## src/rtl/hbm_sweep_pkg.sv

```systemverilog
// Shared types and helpers for the gate sweep engine: FSM states, pair address
// construction, config legality and amplitude field slicing.
package hbm_sweep_pkg;

  typedef enum logic [1:0] {
    StIdle,
    StRun,
    StDrain,
    StDone
  } sweep_state_t;

  // Helpers work on 32-bit addresses; designs are limited to 32 qubits.
  localparam int unsigned MaxQubits = 32;
  localparam int unsigned AmpHalfW  = 32;

  // Insert a zero at bit t of j: the a0 address of pair j for target t.
  function automatic logic [31:0] pair_base(input logic [31:0] j, input logic [5:0] t);
    logic [31:0] lo_mask;
    lo_mask = (32'd1 << t) - 32'd1;
    return ((j >> t) << (t + 6'd1)) | (j & lo_mask);
  endfunction

  function automatic logic cfg_legal(input int unsigned nq, input int unsigned t,
                                     input int unsigned c, input logic ctrl_en,
                                     input int unsigned max_q);
    return !(nq == 0 || nq > max_q || t >= nq || (ctrl_en && (c >= nq || c == t)));
  endfunction

  function automatic logic [AmpHalfW-1:0] amp_re(input logic [2*AmpHalfW-1:0] a);
    return a[2*AmpHalfW-1:AmpHalfW];
  endfunction

  function automatic logic [AmpHalfW-1:0] amp_im(input logic [2*AmpHalfW-1:0] a);
    return a[AmpHalfW-1:0];
  endfunction

endpackage

```

## src/rtl/hbm_gate_sweeper_if.sv

```systemverilog
// Memory read, PE array and write-back buses of the gate sweeper.
// master = sweeper side, slave = memory channel / PE array side.
interface hbm_gate_sweeper_if #(
  parameter int unsigned N_QUBITS = 30,
  parameter int unsigned AMP_W    = 64
);
  logic                rd_req_valid;
  logic                rd_req_ready;
  logic [N_QUBITS-1:0] rd_req_addr;
  logic                rd_rsp_valid;
  logic [AMP_W-1:0]    rd_rsp_data;

  logic                pe_req_valid;
  logic                pe_req_ready;
  logic [AMP_W-1:0]    pe_req_a0;
  logic [AMP_W-1:0]    pe_req_a1;
  logic                pe_rsp_valid;
  logic                pe_rsp_ready;
  logic [AMP_W-1:0]    pe_rsp_b0;
  logic [AMP_W-1:0]    pe_rsp_b1;

  logic                wr_valid;
  logic                wr_ready;
  logic [N_QUBITS-1:0] wr_addr;
  logic [AMP_W-1:0]    wr_data;

  modport master (
    output rd_req_valid, rd_req_addr,
    input  rd_req_ready, rd_rsp_valid, rd_rsp_data,
    output pe_req_valid, pe_req_a0, pe_req_a1, pe_rsp_ready,
    input  pe_req_ready, pe_rsp_valid, pe_rsp_b0, pe_rsp_b1,
    output wr_valid, wr_addr, wr_data,
    input  wr_ready
  );

  modport slave (
    input  rd_req_valid, rd_req_addr,
    output rd_req_ready, rd_rsp_valid, rd_rsp_data,
    input  pe_req_valid, pe_req_a0, pe_req_a1, pe_rsp_ready,
    output pe_req_ready, pe_rsp_valid, pe_rsp_b0, pe_rsp_b1,
    input  wr_valid, wr_addr, wr_data,
    output wr_ready
  );
endinterface

```

## src/rtl/sync_fifo.sv

```systemverilog
// First-word-fall-through synchronous FIFO; DEPTH must be a power of two >= 2.
// Read data is forced to zero while empty so the consumer sees clean outputs.
module sync_fifo #(
  parameter int unsigned WIDTH = 8,
  parameter int unsigned DEPTH = 4
) (
  input  logic             i_clk,
  input  logic             rst_n,
  input  logic             i_push,
  input  logic [WIDTH-1:0] i_wdata,
  input  logic             i_pop,
  output logic [WIDTH-1:0] o_rdata,
  output logic             o_empty
);
  localparam int unsigned AW = $clog2(DEPTH);

  logic [WIDTH-1:0] r_mem [DEPTH];
  logic [AW-1:0]    r_wptr;
  logic [AW-1:0]    r_rptr;
  logic [AW:0]      r_count;
  logic             w_full;
  logic             w_pop;

  assign o_empty = (r_count == '0);
  assign w_full  = (r_count == (AW+1)'(DEPTH));
  assign w_pop   = i_pop && !o_empty;
  assign o_rdata = o_empty ? '0 : r_mem[r_rptr];

  always_ff @(posedge i_clk or negedge rst_n) begin
    if (!rst_n) begin
      r_wptr  <= '0;
      r_rptr  <= '0;
      r_count <= '0;
    end else begin
      if (i_push) r_wptr <= r_wptr + 1'b1;
      if (w_pop)  r_rptr <= r_rptr + 1'b1;
      if (i_push && !w_pop)      r_count <= r_count + 1'b1;
      else if (w_pop && !i_push) r_count <= r_count - 1'b1;
    end
  end

  always_ff @(posedge i_clk) begin
    if (i_push) r_mem[r_wptr] <= i_wdata;
  end

  // Producers rely on external credit limits; overrunning is a design bug.
  always_ff @(posedge i_clk) begin
    if (rst_n) assert (!(i_push && w_full && !w_pop));
  end

endmodule

```

## src/rtl/hbm_gate_sweeper.sv

```systemverilog
// Gate sweep engine: enumerates target-qubit amplitude pairs, reads both halves,
// hands them to the PE array and writes the results back in place, in order.
module hbm_gate_sweeper
  import hbm_sweep_pkg::*;
#(
  parameter int unsigned N_QUBITS = 30,
  parameter int unsigned AMP_W    = 64,
  parameter int unsigned MAX_OUT  = 4,
  parameter int unsigned QW       = $clog2(N_QUBITS)
) (
  input  logic                pcie_clk,
  input  logic                rst_n,
  input  logic                i_start,
  input  logic [QW:0]         i_cfg_nq,
  input  logic [QW-1:0]       i_cfg_target,
  input  logic [QW-1:0]       i_cfg_ctrl,
  input  logic                i_cfg_ctrl_en,
  output logic                o_busy,
  output logic                o_done,
  output logic                o_err,
  output logic [N_QUBITS-1:0] o_pair_cnt,
  hbm_gate_sweeper_if.master  bus
);
  localparam int unsigned CW = $clog2(MAX_OUT) + 1;
  localparam logic [N_QUBITS-1:0] AllOnes = '1;
  localparam logic [QW:0] NqPlus1 = (QW+1)'(N_QUBITS + 1);

  sweep_state_t        r_state, w_state_next;
  logic [QW:0]         r_nq;
  logic [QW-1:0]       r_t;
  logic [QW-1:0]       r_c;
  logic                r_ctrl_en;
  logic [N_QUBITS-1:0] r_j, w_j_next;
  logic                r_beat, w_beat_next;
  logic [CW-1:0]       r_credits;
  logic [N_QUBITS-1:0] r_pair_cnt;
  logic                r_err, w_err_next;
  logic [AMP_W-1:0]    r_hold;
  logic                r_hold_vld;
  logic                r_wr_full;
  logic                r_wr_phase;
  logic [N_QUBITS-1:0] r_wr_a0;
  logic [AMP_W-1:0]    r_b0;
  logic [AMP_W-1:0]    r_b1;

  logic                w_accept;
  logic                w_addr_push;
  logic                w_credit_inc;
  logic                w_retire;
  logic [QW:0]         w_shamt;
  logic [N_QUBITS-1:0] w_jmax;
  logic [N_QUBITS-1:0] w_a0;
  logic [N_QUBITS-1:0] w_tbit;
  logic                w_skip;
  logic                w_last;
  logic                w_can_issue;
  logic                w_pair_push;
  logic                w_pair_empty;
  logic [2*AMP_W-1:0]  w_pair_dout;
  logic                w_pe_req_hs;
  logic                w_pe_rsp_hs;
  logic                w_wr_hs;
  logic                w_addr_empty;
  logic [N_QUBITS-1:0] w_addr_dout;

  // j runs 0 .. 2^(nq-1)-1
  assign w_shamt     = NqPlus1 - r_nq;
  assign w_jmax      = AllOnes >> w_shamt;
  assign w_a0        = N_QUBITS'(pair_base(32'(r_j), 6'(r_t)));
  assign w_tbit      = N_QUBITS'(1) << r_t;
  assign w_skip      = r_ctrl_en && !w_a0[r_c];
  assign w_last      = (r_j == w_jmax);
  assign w_can_issue = (r_credits < CW'(MAX_OUT));

  always_comb begin
    w_state_next     = r_state;
    w_j_next         = r_j;
    w_beat_next      = r_beat;
    w_err_next       = 1'b0;
    w_accept         = 1'b0;
    w_addr_push      = 1'b0;
    w_credit_inc     = 1'b0;
    bus.rd_req_valid = 1'b0;
    bus.rd_req_addr  = w_a0;
    unique case (r_state)
      StIdle: begin
        if (i_start) begin
          if (cfg_legal(32'(i_cfg_nq), 32'(i_cfg_target), 32'(i_cfg_ctrl), i_cfg_ctrl_en,
                        N_QUBITS)) begin
            w_accept     = 1'b1;
            w_state_next = StRun;
          end else begin
            w_err_next = 1'b1;
          end
        end
      end
      StRun: begin
        if (!r_beat) begin
          if (w_skip) begin
            if (w_last) w_state_next = StDrain;
            else        w_j_next     = r_j + 1'b1;
          end else if (w_can_issue) begin
            bus.rd_req_valid = 1'b1;
            if (bus.rd_req_ready) begin
              w_addr_push  = 1'b1;
              w_credit_inc = 1'b1;
              w_beat_next  = 1'b1;
            end
          end
        end else begin
          bus.rd_req_valid = 1'b1;
          bus.rd_req_addr  = w_a0 | w_tbit;
          if (bus.rd_req_ready) begin
            w_beat_next = 1'b0;
            if (w_last) w_state_next = StDrain;
            else        w_j_next     = r_j + 1'b1;
          end
        end
      end
      StDrain: begin
        if (r_credits == '0 && !r_wr_full) w_state_next = StDone;
      end
      StDone: w_state_next = StIdle;
      default: w_state_next = StIdle;
    endcase
  end

  always_ff @(posedge pcie_clk or negedge rst_n) begin
    if (!rst_n) begin
      r_state   <= StIdle;
      r_nq      <= '0;
      r_t       <= '0;
      r_c       <= '0;
      r_ctrl_en <= 1'b0;
      r_j       <= '0;
      r_beat    <= 1'b0;
      r_err     <= 1'b0;
    end else begin
      r_state <= w_state_next;
      r_err   <= w_err_next;
      if (w_accept) begin
        r_nq      <= i_cfg_nq;
        r_t       <= i_cfg_target;
        r_c       <= i_cfg_ctrl;
        r_ctrl_en <= i_cfg_ctrl_en;
        r_j       <= '0;
        r_beat    <= 1'b0;
      end else begin
        r_j    <= w_j_next;
        r_beat <= w_beat_next;
      end
    end
  end

  always_ff @(posedge pcie_clk or negedge rst_n) begin
    if (!rst_n) begin
      r_credits  <= '0;
      r_pair_cnt <= '0;
    end else begin
      unique case ({w_credit_inc, w_retire})
        2'b10:   r_credits <= r_credits + 1'b1;
        2'b01:   r_credits <= r_credits - 1'b1;
        default: r_credits <= r_credits;
      endcase
      if (w_accept)      r_pair_cnt <= '0;
      else if (w_retire) r_pair_cnt <= r_pair_cnt + 1'b1;
    end
  end

  // Responses arrive in request order: first beat of a pair is a0, second a1.
  assign w_pair_push = bus.rd_rsp_valid && r_hold_vld;

  always_ff @(posedge pcie_clk or negedge rst_n) begin
    if (!rst_n) begin
      r_hold     <= '0;
      r_hold_vld <= 1'b0;
    end else if (bus.rd_rsp_valid) begin
      if (!r_hold_vld) begin
        r_hold     <= bus.rd_rsp_data;
        r_hold_vld <= 1'b1;
      end else begin
        r_hold_vld <= 1'b0;
      end
    end
  end

  sync_fifo #(
    .WIDTH (N_QUBITS),
    .DEPTH (MAX_OUT)
  ) u_addr_fifo (
    .i_clk   (pcie_clk),
    .rst_n   (rst_n),
    .i_push  (w_addr_push),
    .i_wdata (w_a0),
    .i_pop   (w_pe_rsp_hs),
    .o_rdata (w_addr_dout),
    .o_empty (w_addr_empty)
  );

  sync_fifo #(
    .WIDTH (2 * AMP_W),
    .DEPTH (MAX_OUT)
  ) u_pair_fifo (
    .i_clk   (pcie_clk),
    .rst_n   (rst_n),
    .i_push  (w_pair_push),
    .i_wdata ({r_hold, bus.rd_rsp_data}),
    .i_pop   (w_pe_req_hs),
    .o_rdata (w_pair_dout),
    .o_empty (w_pair_empty)
  );

  assign bus.pe_req_valid = !w_pair_empty;
  assign bus.pe_req_a0    = w_pair_dout[2*AMP_W-1:AMP_W];
  assign bus.pe_req_a1    = w_pair_dout[AMP_W-1:0];
  assign w_pe_req_hs      = bus.pe_req_valid && bus.pe_req_ready;

  // Only accept results while a sweep is active, so reset leaves ready low.
  assign bus.pe_rsp_ready = (r_state == StRun || r_state == StDrain) && !r_wr_full
                            && !w_addr_empty;
  assign w_pe_rsp_hs      = bus.pe_rsp_valid && bus.pe_rsp_ready;

  assign bus.wr_valid = r_wr_full;
  assign bus.wr_addr  = r_wr_phase ? (r_wr_a0 | w_tbit) : r_wr_a0;
  assign bus.wr_data  = r_wr_phase ? r_b1 : r_b0;
  assign w_wr_hs      = bus.wr_valid && bus.wr_ready;
  assign w_retire     = w_wr_hs && r_wr_phase;

  always_ff @(posedge pcie_clk or negedge rst_n) begin
    if (!rst_n) begin
      r_wr_full  <= 1'b0;
      r_wr_phase <= 1'b0;
      r_wr_a0    <= '0;
      r_b0       <= '0;
      r_b1       <= '0;
    end else if (w_pe_rsp_hs) begin
      r_wr_full  <= 1'b1;
      r_wr_phase <= 1'b0;
      r_wr_a0    <= w_addr_dout;
      r_b0       <= bus.pe_rsp_b0;
      r_b1       <= bus.pe_rsp_b1;
    end else if (w_wr_hs) begin
      if (!r_wr_phase) r_wr_phase <= 1'b1;
      else             r_wr_full  <= 1'b0;
    end
  end

  assign o_busy     = (r_state == StRun) || (r_state == StDrain);
  assign o_done     = (r_state == StDone);
  assign o_err      = r_err;
  assign o_pair_cnt = r_pair_cnt;

endmodule

```

## src/flat_wrapper.sv

```systemverilog
// flat-port wrapper written by rule: the top's interface ports become plain ports
module hbm_gate_sweeper_flat import hbm_sweep_pkg::*;
#(
  parameter int unsigned N_QUBITS = 30,
  parameter int unsigned AMP_W    = 64,
  parameter int unsigned MAX_OUT  = 4,
  parameter int unsigned QW       = $clog2(N_QUBITS)
)
  (pcie_clk, rst_n, i_start, i_cfg_nq, i_cfg_target, i_cfg_ctrl, i_cfg_ctrl_en, o_busy, o_done, o_err, o_pair_cnt, bus_rd_req_valid, bus_rd_req_addr, bus_rd_req_ready, bus_rd_rsp_valid, bus_rd_rsp_data, bus_pe_req_valid, bus_pe_req_a0, bus_pe_req_a1, bus_pe_rsp_ready, bus_pe_req_ready, bus_pe_rsp_valid, bus_pe_rsp_b0, bus_pe_rsp_b1, bus_wr_valid, bus_wr_addr, bus_wr_data, bus_wr_ready);
  hbm_gate_sweeper_if #(.N_QUBITS(N_QUBITS), .AMP_W(AMP_W)) bus_i ();
  input  logic pcie_clk;
  input  logic rst_n;
  input  logic i_start;
  input  logic [QW:0] i_cfg_nq;
  input  logic [QW-1:0] i_cfg_target;
  input  logic [QW-1:0] i_cfg_ctrl;
  input  logic i_cfg_ctrl_en;
  output logic o_busy;
  output logic o_done;
  output logic o_err;
  output logic [N_QUBITS-1:0] o_pair_cnt;
  output wire logic [$bits(bus_i.rd_req_valid)-1:0] bus_rd_req_valid;
  output wire logic [$bits(bus_i.rd_req_addr)-1:0] bus_rd_req_addr;
  input wire logic [$bits(bus_i.rd_req_ready)-1:0] bus_rd_req_ready;
  input wire logic [$bits(bus_i.rd_rsp_valid)-1:0] bus_rd_rsp_valid;
  input wire logic [$bits(bus_i.rd_rsp_data)-1:0] bus_rd_rsp_data;
  output wire logic [$bits(bus_i.pe_req_valid)-1:0] bus_pe_req_valid;
  output wire logic [$bits(bus_i.pe_req_a0)-1:0] bus_pe_req_a0;
  output wire logic [$bits(bus_i.pe_req_a1)-1:0] bus_pe_req_a1;
  output wire logic [$bits(bus_i.pe_rsp_ready)-1:0] bus_pe_rsp_ready;
  input wire logic [$bits(bus_i.pe_req_ready)-1:0] bus_pe_req_ready;
  input wire logic [$bits(bus_i.pe_rsp_valid)-1:0] bus_pe_rsp_valid;
  input wire logic [$bits(bus_i.pe_rsp_b0)-1:0] bus_pe_rsp_b0;
  input wire logic [$bits(bus_i.pe_rsp_b1)-1:0] bus_pe_rsp_b1;
  output wire logic [$bits(bus_i.wr_valid)-1:0] bus_wr_valid;
  output wire logic [$bits(bus_i.wr_addr)-1:0] bus_wr_addr;
  output wire logic [$bits(bus_i.wr_data)-1:0] bus_wr_data;
  input wire logic [$bits(bus_i.wr_ready)-1:0] bus_wr_ready;
  assign bus_rd_req_valid = bus_i.rd_req_valid;
  assign bus_rd_req_addr = bus_i.rd_req_addr;
  assign bus_i.rd_req_ready = bus_rd_req_ready;
  assign bus_i.rd_rsp_valid = bus_rd_rsp_valid;
  assign bus_i.rd_rsp_data = bus_rd_rsp_data;
  assign bus_pe_req_valid = bus_i.pe_req_valid;
  assign bus_pe_req_a0 = bus_i.pe_req_a0;
  assign bus_pe_req_a1 = bus_i.pe_req_a1;
  assign bus_pe_rsp_ready = bus_i.pe_rsp_ready;
  assign bus_i.pe_req_ready = bus_pe_req_ready;
  assign bus_i.pe_rsp_valid = bus_pe_rsp_valid;
  assign bus_i.pe_rsp_b0 = bus_pe_rsp_b0;
  assign bus_i.pe_rsp_b1 = bus_pe_rsp_b1;
  assign bus_wr_valid = bus_i.wr_valid;
  assign bus_wr_addr = bus_i.wr_addr;
  assign bus_wr_data = bus_i.wr_data;
  assign bus_i.wr_ready = bus_wr_ready;
  hbm_gate_sweeper #(.N_QUBITS(N_QUBITS), .AMP_W(AMP_W), .MAX_OUT(MAX_OUT), .QW(QW)) u_core (.pcie_clk(pcie_clk), .rst_n(rst_n), .i_start(i_start), .i_cfg_nq(i_cfg_nq), .i_cfg_target(i_cfg_target), .i_cfg_ctrl(i_cfg_ctrl), .i_cfg_ctrl_en(i_cfg_ctrl_en), .o_busy(o_busy), .o_done(o_done), .o_err(o_err), .o_pair_cnt(o_pair_cnt), .bus(bus_i));
endmodule
```

## config.mk

```make
export PLATFORM = sky130hd
export DESIGN_NAME = hbm_gate_sweeper_flat
export DESIGN_NICKNAME = d
export VERILOG_FILES = /design/src/rtl/hbm_sweep_pkg.sv /design/src/rtl/hbm_gate_sweeper_if.sv /design/src/rtl/sync_fifo.sv /design/src/rtl/hbm_gate_sweeper.sv /design/src/flat_wrapper.sv
export SDC_FILE = /design/constraint.sdc
export NUM_CORES = 1
export LEC_CHECK = 0
export CAP_MARGIN = 20
export CORE_MARGIN = 3
export CORE_UTILIZATION = 51
export DETAILED_ROUTE_END_ITERATION = 12
export PLACE_DENSITY = 0.76
export SETUP_SLACK_MARGIN = 0.3
export SLEW_MARGIN = 20
export SYNTH_ARGS = -nofsm -noshare
export SYNTH_HDL_FRONTEND = slang
export SYNTH_SLANG_ARGS = --single-unit
```

## constraint.sdc

```tcl
create_clock -name pcie_clk -period 8.1 [get_ports pcie_clk]
set_clock_uncertainty 0.05 [all_clocks]
set_input_delay 2.43 -clock pcie_clk [delete_from_list [all_inputs] [get_ports pcie_clk]]
set_output_delay 2.43 -clock pcie_clk [all_outputs]
set_load 0.1 [all_outputs]
```

## Word-level counts from Yosys, hierarchy flattened

Memory sizes are Yosys's and may differ from the RTL's. A register that Yosys moved wholly into a read port is not among the register bits.
Cells that the tools add are included.

- Flip-flop bits (word level): 293
- Latch bits: 0
- Memory bits (writable): 632
- Bits in read-only memories: 0
- Output and inout port bits: 289
- Memories: 2

- Add/sub/neg operators: 15
- Multiply operators: 0
- Divide/modulo/power cells: 0
- $lt $le $gt $ge: 5
- Equality and inequality tests: 13
- Shift operators: 5
- Mux-type cells: 57
- Bitwise operators: 5
- Reductions and logical operators: 47

Memory list:

| name | depth | bits a word | read ports | clocked after memory_dff | wr ports | RTL line | text |
|---|---|---|---|---|---|---|---|
| u_core.u_pair_fifo.r_mem | 4 | 128 | 1 | 0 | 1 | sync_fifo.sv:17 | `logic [WIDTH-1:0] r_mem [DEPTH];` |
| u_core.u_addr_fifo.r_mem | 4 | 30 | 1 | 1 | 1 | sync_fifo.sv:17 |  |

Operators by type and width:

| kind | count |
|---|---|
| $mux W30 | 11 |
| $mux W128 | 1 |
| $or A30 B30 Y30 | 3 |
| $mux W64 | 1 |
| $add A30 B1 Y30 const B | 2 |
| $shl A1 B5 Y30 const A | 2 |
| $shl A32 B6 Y30 | 1 |
| $shr A30 B5 Y32 | 1 |
| $and A30 B30 Y30 | 1 |
| $eq A30 B30 Y1 | 1 |
| $mux W1 | 30 |
| $shr A30 B6 Y30 const A | 1 |
| $sub A30 B1 Y30 const B | 1 |
| $logic_and A1 B1 Y1 | 16 |
| $mux W2 | 7 |
| $reduce_bool A2 Y1 | 7 |
| $ge A5 B6 Y1 | 2 |
| $mux W3 | 4 |
| $add A3 B1 Y3 const B | 3 |
| $logic_not A1 Y1 | 9 |
| $logic_not A3 Y1 | 3 |
| $sub A3 B1 Y3 const B | 3 |
| $add A2 B1 Y2 const B | 4 |
| $pmux W2 S4 | 1 |
| 22 further kinds | 32 |

## Depth between registers and ports, before layout

- Depth in word-level cells: 15
- Mapped depth: 32

## Modules after synthesis

From an unflattened synthesis, not the netlist that was laid out.

- Cells, all modules: 3202
- Area, all modules: 45224.6 um^2

Modules (own cells, without submodules):

| module | instances | cells each | area an instance (um^2) | sequential area each (um^2) |
|---|---|---|---|---|
| hbm_gate_sweeper | 1 | 2133 | 20576.0 | 7732.4 |
| sync_fifo (u_core.u_pair_fifo) | 1 | 845 | 19713.9 | 15549.9 |
| sync_fifo (u_core.u_addr_fifo) | 1 | 224 | 4934.7 | 3778.6 |

## Worst setup path before layout

Ideal clock, no wire load.

- Path type: flip-flop to output port
- From: register u_core.r_t[0]
- To: output port bus_rd_req_addr[2]
- Arrival time: 5.893 ns
- Required time: 5.620 ns
- Path slack: -0.273 ns
- Stages on the path, launching flop included: 13
- Path buffers: 8
- Cells stage by stage: dfrtp_1 buf_6 buf_6 buf_4 buf_6 buf_4 inv_1 buf_2 clkbuf_1 ha_1 clkbuf_1 nand2_1 o311ai_0

- Longest elaborated chain between the ends: 7

RTL lines:

| what | RTL line | text |
|---|---|---|
| start, declared | hbm_gate_sweeper.sv:30 | `logic [QW-1:0] r_t;` |
| start signal, assigned | hbm_gate_sweeper.sv:143 | `r_t <= i_cfg_target;` |
| $shl A1 B5 Y30 | hbm_sweep_pkg.sv:19, hbm_gate_sweeper.sv:70 |  |
| $sub A30 B1 Y30 | hbm_sweep_pkg.sv:19 | `lo_mask = (32'd1 << t) - 32'd1;` |
| $and A30 B30 Y30 | hbm_sweep_pkg.sv:20 | `return ((j >> t) << (t + 6'd1)) \| (j & lo_mask);` |
| $or A30 B30 Y30 | hbm_sweep_pkg.sv:20 |  |
| $or A30 B30 Y30 | hbm_gate_sweeper.sv:112 | `bus.rd_req_addr = w_a0 \| w_tbit;` |
| $mux W30 | hbm_gate_sweeper.sv:98 | `if (!r_beat) begin` |
| $mux W30 * | hbm_gate_sweeper.sv:85 | `unique case (r_state)` |
| end, declared | flat_wrapper.sv:23 | `output wire logic [$bits(bus_i.rd_req_addr)-1:0] bus_rd_req_addr;` |

Every way passes the cells marked *; elsewhere a longest branch is shown, timed or not.

## Worst setup path in the final report

- From: register u_core.r_t[0]
- To: output port bus_rd_req_valid

- Longest elaborated chain between the ends: 11

RTL lines:

| what | RTL line | text |
|---|---|---|
| $shl A1 B5 Y30 | hbm_sweep_pkg.sv:19 |  |
| $sub A30 B1 Y30 | hbm_sweep_pkg.sv:19 |  |
| $and A30 B30 Y30 | hbm_sweep_pkg.sv:20 |  |
| $or A30 B30 Y30 * | hbm_sweep_pkg.sv:20 |  |
| $bmux W1 S5 * | hbm_gate_sweeper.sv:71 | `assign w_skip = r_ctrl_en && !w_a0[r_c];` |
| $mux W1 (implied by the code) * | hbm_gate_sweeper.sv:71 |  |
| $logic_not A1 Y1 * | hbm_gate_sweeper.sv:71 |  |
| $logic_and A1 B1 Y1 * | hbm_gate_sweeper.sv:71 |  |
| $mux W1 * | hbm_gate_sweeper.sv:99 | `if (w_skip) begin` |
| $mux W1 * | hbm_gate_sweeper.sv:98 |  |
| $mux W1 * | hbm_gate_sweeper.sv:85 |  |
| end, declared | flat_wrapper.sv:22 | `output wire logic [$bits(bus_i.rd_req_valid)-1:0] bus_rd_req_valid;` |

Every way passes the cells marked *; elsewhere a longest branch is shown, timed or not. The select of a mux whose other input is x is not followed.

==> flow_summary.json <==
{
  "crit_buf_inv": 2,
  "final_layout_size_suffix_gt1_share_pct": 20.19,
  "grt-ovfl-total": 0,
  "dpl_cell_area_um2": 52640,
  "cpLargestDelayFamily": "multiplexers",
  "initial_core_util_pct": 51.89,
  "yosysWarnings": 0,
  "syn_to_final_growth_pct": 24.19,
  "crit_slowest_cell": "mux4_2",
  "first_pass_iters": 8,
  "tritoncts": "done",
  "design_area_um2": 56340,
  "synth_flop_cell": "edfxtp_1",
  "layoutNonFillerInstCount": 5298,
  "gr-usage-met3_pct": 6.424,
  "rows": 108,
  "start_kind": "flip-flop",
  "worstReg2RegStart": "u_core.r_j[27]",
  "drt_iter0_markers": 3847,
  "first_global_vias": 32361,
  "grtUsageMet1_pct": 41.91,
  "cp-startpoint": "u_core.r_t[0]",
  "async_reset_ff_share_pct": 33.82,
  "vias_per_cell": 6.194,
  "io_buffers": 505,
  "syn_area_per_cell_um2": 12.89,
  "cp.arrival_ns": 5.27,
  "fp.dieArea_um2": 92560,
  "layout_commonest_cell": "edfxtp_1",
  "maxCapViolations": 0,
  "max_stage_delay_ns": 0.54,
  "dieHeight_um": 304.2,
  "crit_fanout": 10,
  "cts_buffer_depth": 3,
  "cp.required_ns": 5.62,
  "drt-wirelength-per-cell_um": 27.27,
  "netlist_area_um2": 45360,
  "synth-seq-cells": 955,
  "vias": 32817,
  "cts_made_buffers": 97,
  "cts_root_buf": "clkbuf_16",
  "reg2reg_slack_ns": 2.17,
  "min_period_ns": 7.754,
  "place_hpwl_mm": 100.4,
  "grt_use_total_pct": 30.65,
  "crit_type": "reg -> out",
  "synth_edf_count": 632,
  "crit_end": "bus_rd_req_valid",
  "finalCritPeriodShare_pct": 95.73,
  "insertion_delay_ns": 0.69,
  "end_kind": "primary output",
  "grt_most_used_layer": "met2",
  "grt_start_max_net_pins": 144,
  "htreeDepth": 3,
  "max_freq_ghz": 0.1290,
  "rsz0062_at_grt": "false",
  "nNetsFinal": 4309,
  "crit_path_frequent_cell": "mux4_2",
  "setup_viol": 0,
  "clk_pin_slew_worst_paths_ns": 0.06,
  "worst_slew_pin_slew_ns": 1.098,
  "run_status": "completed",
  "syn_nets": 3773,
  "most-common-layout-cells": "edfxtp_1, nand2_1, clkdlybuf4s50_1, dfrtp_1, mux4_2",
  "gr-usage-met2_pct": 48.69,
  "slew_headroom_pct": 26.59,
  "syn_inst": 3519,
  "antenna_found_initial": 5,
  "setup_tns_ns": 0,
  "r2r_cells": 21,
  "ctsHoldBuffers": 0,
  "die_x_um": 304.2,
  "grt_pass1_wl_mm": 214.2,
  "ys_seq_area_share_pct": 59.65,
  "drtAntennaViolNets": 0,
  "coreArea_um2": 87430,
  "r2r-end": "u_core.u_addr_fifo.r_count[2]",
  "hold_viol_final": 0,
  "wl_mm": 144.5,
  "dp_cells": 5100,
  "holdCritPathClass": "reg -> reg",
  "synthDistinctLibCells": 97,
  "maxSlewViolCount": 0,
  "path_cells": "buf_4 > mux4_2 > mux2_2 > a22oi_1 > nand2b_1 > mux4_2 > o221ai_1 > and4_2 > and2_1 > o311ai_1 > a311oi_2 > o22a_1 > o21ai_1 > and2_2 > buf_12",
  "clock_sinks": 955,
  "crit_cells": 15,
  "pin_count": 506,
  "gp_congestion": 1.059,
  "drc": 0,
  "final_core_util_pct": 64.44
}
per-stage QoR:
step           hold slack [ns]  setup slack, ns
2_1_floorplan           0.3836           0.3083
3_3_place_gp            0.4018           0.6531
3_5_place_dp            0.4066           0.5718
4_1_cts                 0.4223           0.3062
5_1_grt                 0.4354           0.3058
6_report                0.4177           0.3458
cell usage after synthesis, types with 16 or more instances:
master	instances	area share, %
and3_1	28	0.39
dfrtp_1	323	18
a31oi_1	20	0.28
a21oi_1	91	1.0
a211oi_1	18	0.30
nor2b_1	19	0.26
buf_2	16	0.18
nand4_1	35	0.48
buf_1	47	0.39
nand2_1	592	4.9
nand3_1	88	0.97
xnor2_1	31	0.60
edfxtp_1	632	42
o211ai_1	28	0.46
inv_1	55	0.46
mux4_2	183	9.1
o21bai_1	23	0.38
mux2i_1	31	0.68
nand2b_1	24	0.33
or4_1	26	0.43
clkbuf_1	168	1.4
a32oi_1	18	0.35
o31ai_1	31	0.51
mux2_2	177	4.4
o22ai_1	17	0.23
nor3_1	48	0.53
ha_1	34	0.94
o21ai_0	104	1.1
a22oi_1	35	0.58
xor2_1	33	0.64
nor2_1	148	1.2
and2_1	149	2.1
how the worst min path moves through the flow:
stage                                       start                       endpoint  slack [ns]  cells past startpoint
floorplan           u_core.u_pair_fifo.r_count[2]  u_core.u_pair_fifo.r_count[2]        0.38                      1
detailed placement                u_core.r_b1[17]                u_core.r_b1[17]        0.41                      2
global placement                  u_core.r_b1[62]                u_core.r_b1[62]        0.40                      2
CTS                               u_core.r_b1[17]                u_core.r_b1[17]        0.42                      2
finish                            u_core.r_b1[23]                u_core.r_b1[23]        0.42                      2
global route                      u_core.r_b1[41]                u_core.r_b1[41]        0.44                      2
registers in the layout, indices dropped and copies added (netlist names), 2 cells and up:
register,count
u_core.u_addr_fifo.r_mem,120
u_core.r_b1,64
u_core.u_addr_fifo.r_rptr,2
u_core.u_addr_fifo.r_count,3
u_core.r_hold,64
u_core.u_pair_fifo.r_count,3
u_core.r_credits,3
u_core.r_state,2
u_core.u_addr_fifo.r_wptr,2
u_core.r_nq,6
u_core.u_pair_fifo.r_wptr,2
u_core.r_j,30
u_core.o_pair_cnt,30
u_core.r_b0,64
u_core.u_pair_fifo.r_rptr,2
u_core.r_c,5
u_core.r_t,5
u_core.r_wr_a0,30
u_core.u_pair_fifo.r_mem,512
routing by layer:
| metal | share of wire [%] | vias up |
|---|---|---|
| li1 | - | 14306 |
| met1 | 39 | 16441 |
| met2 | 47 | 1709 |
| met3 | 8.7 | 359 |
| met4 | 4.4 | 2 |
| met5 | 0.0090 | - |
worst register-to-register path: cells and delay by family, from the launching register on:
kind / cells / cell delay (ns)
AOI/OAI and AO/OA: 8 / 2.27
xor gates and xnor gates: 2 / 0.33
DFF: 1 / 0.70
and+or+nand+nor: 4 / 0.90
buffers and inverters: 4 / 0.72
adders and majority gates: 2 / 0.66
muxes: 1 / 0.26
layout make-up:
class                           instances  area (um^2)
Antenna cell                            3        7.507
Inverter                               62        234.0
Fill cell                            6425        31090
Clock inverter                         52        618.1
Multi-Input combinational cell       2258        17350
Timing Repair Buffer                  681         6903
Sequential cell                       955        27090
Clock buffer                          132         2691
Tap cell                             1155         1445
cells by family after synthesis:
logic type	share of synthesized area (%)
adder cells (fa/ha/maj)	1.070
AO/OA/AOI/OAI	8.572
flip-flops	59.65
AND/OR/NAND/NOR	12.50
buffers and inverters	2.717
multiplexers	14.25
XOR/XNOR	1.236
repair_timing:
action,CTS,global route
buffers inserted,5,5
hold endpoints to repair,0,0
resized for setup,25,42
pin swaps,3,7
setup endpoints to repair,1,1
Power is not shown: default switching activity piles up to over one toggle a cycle in this logic, so the estimate is an artifact.
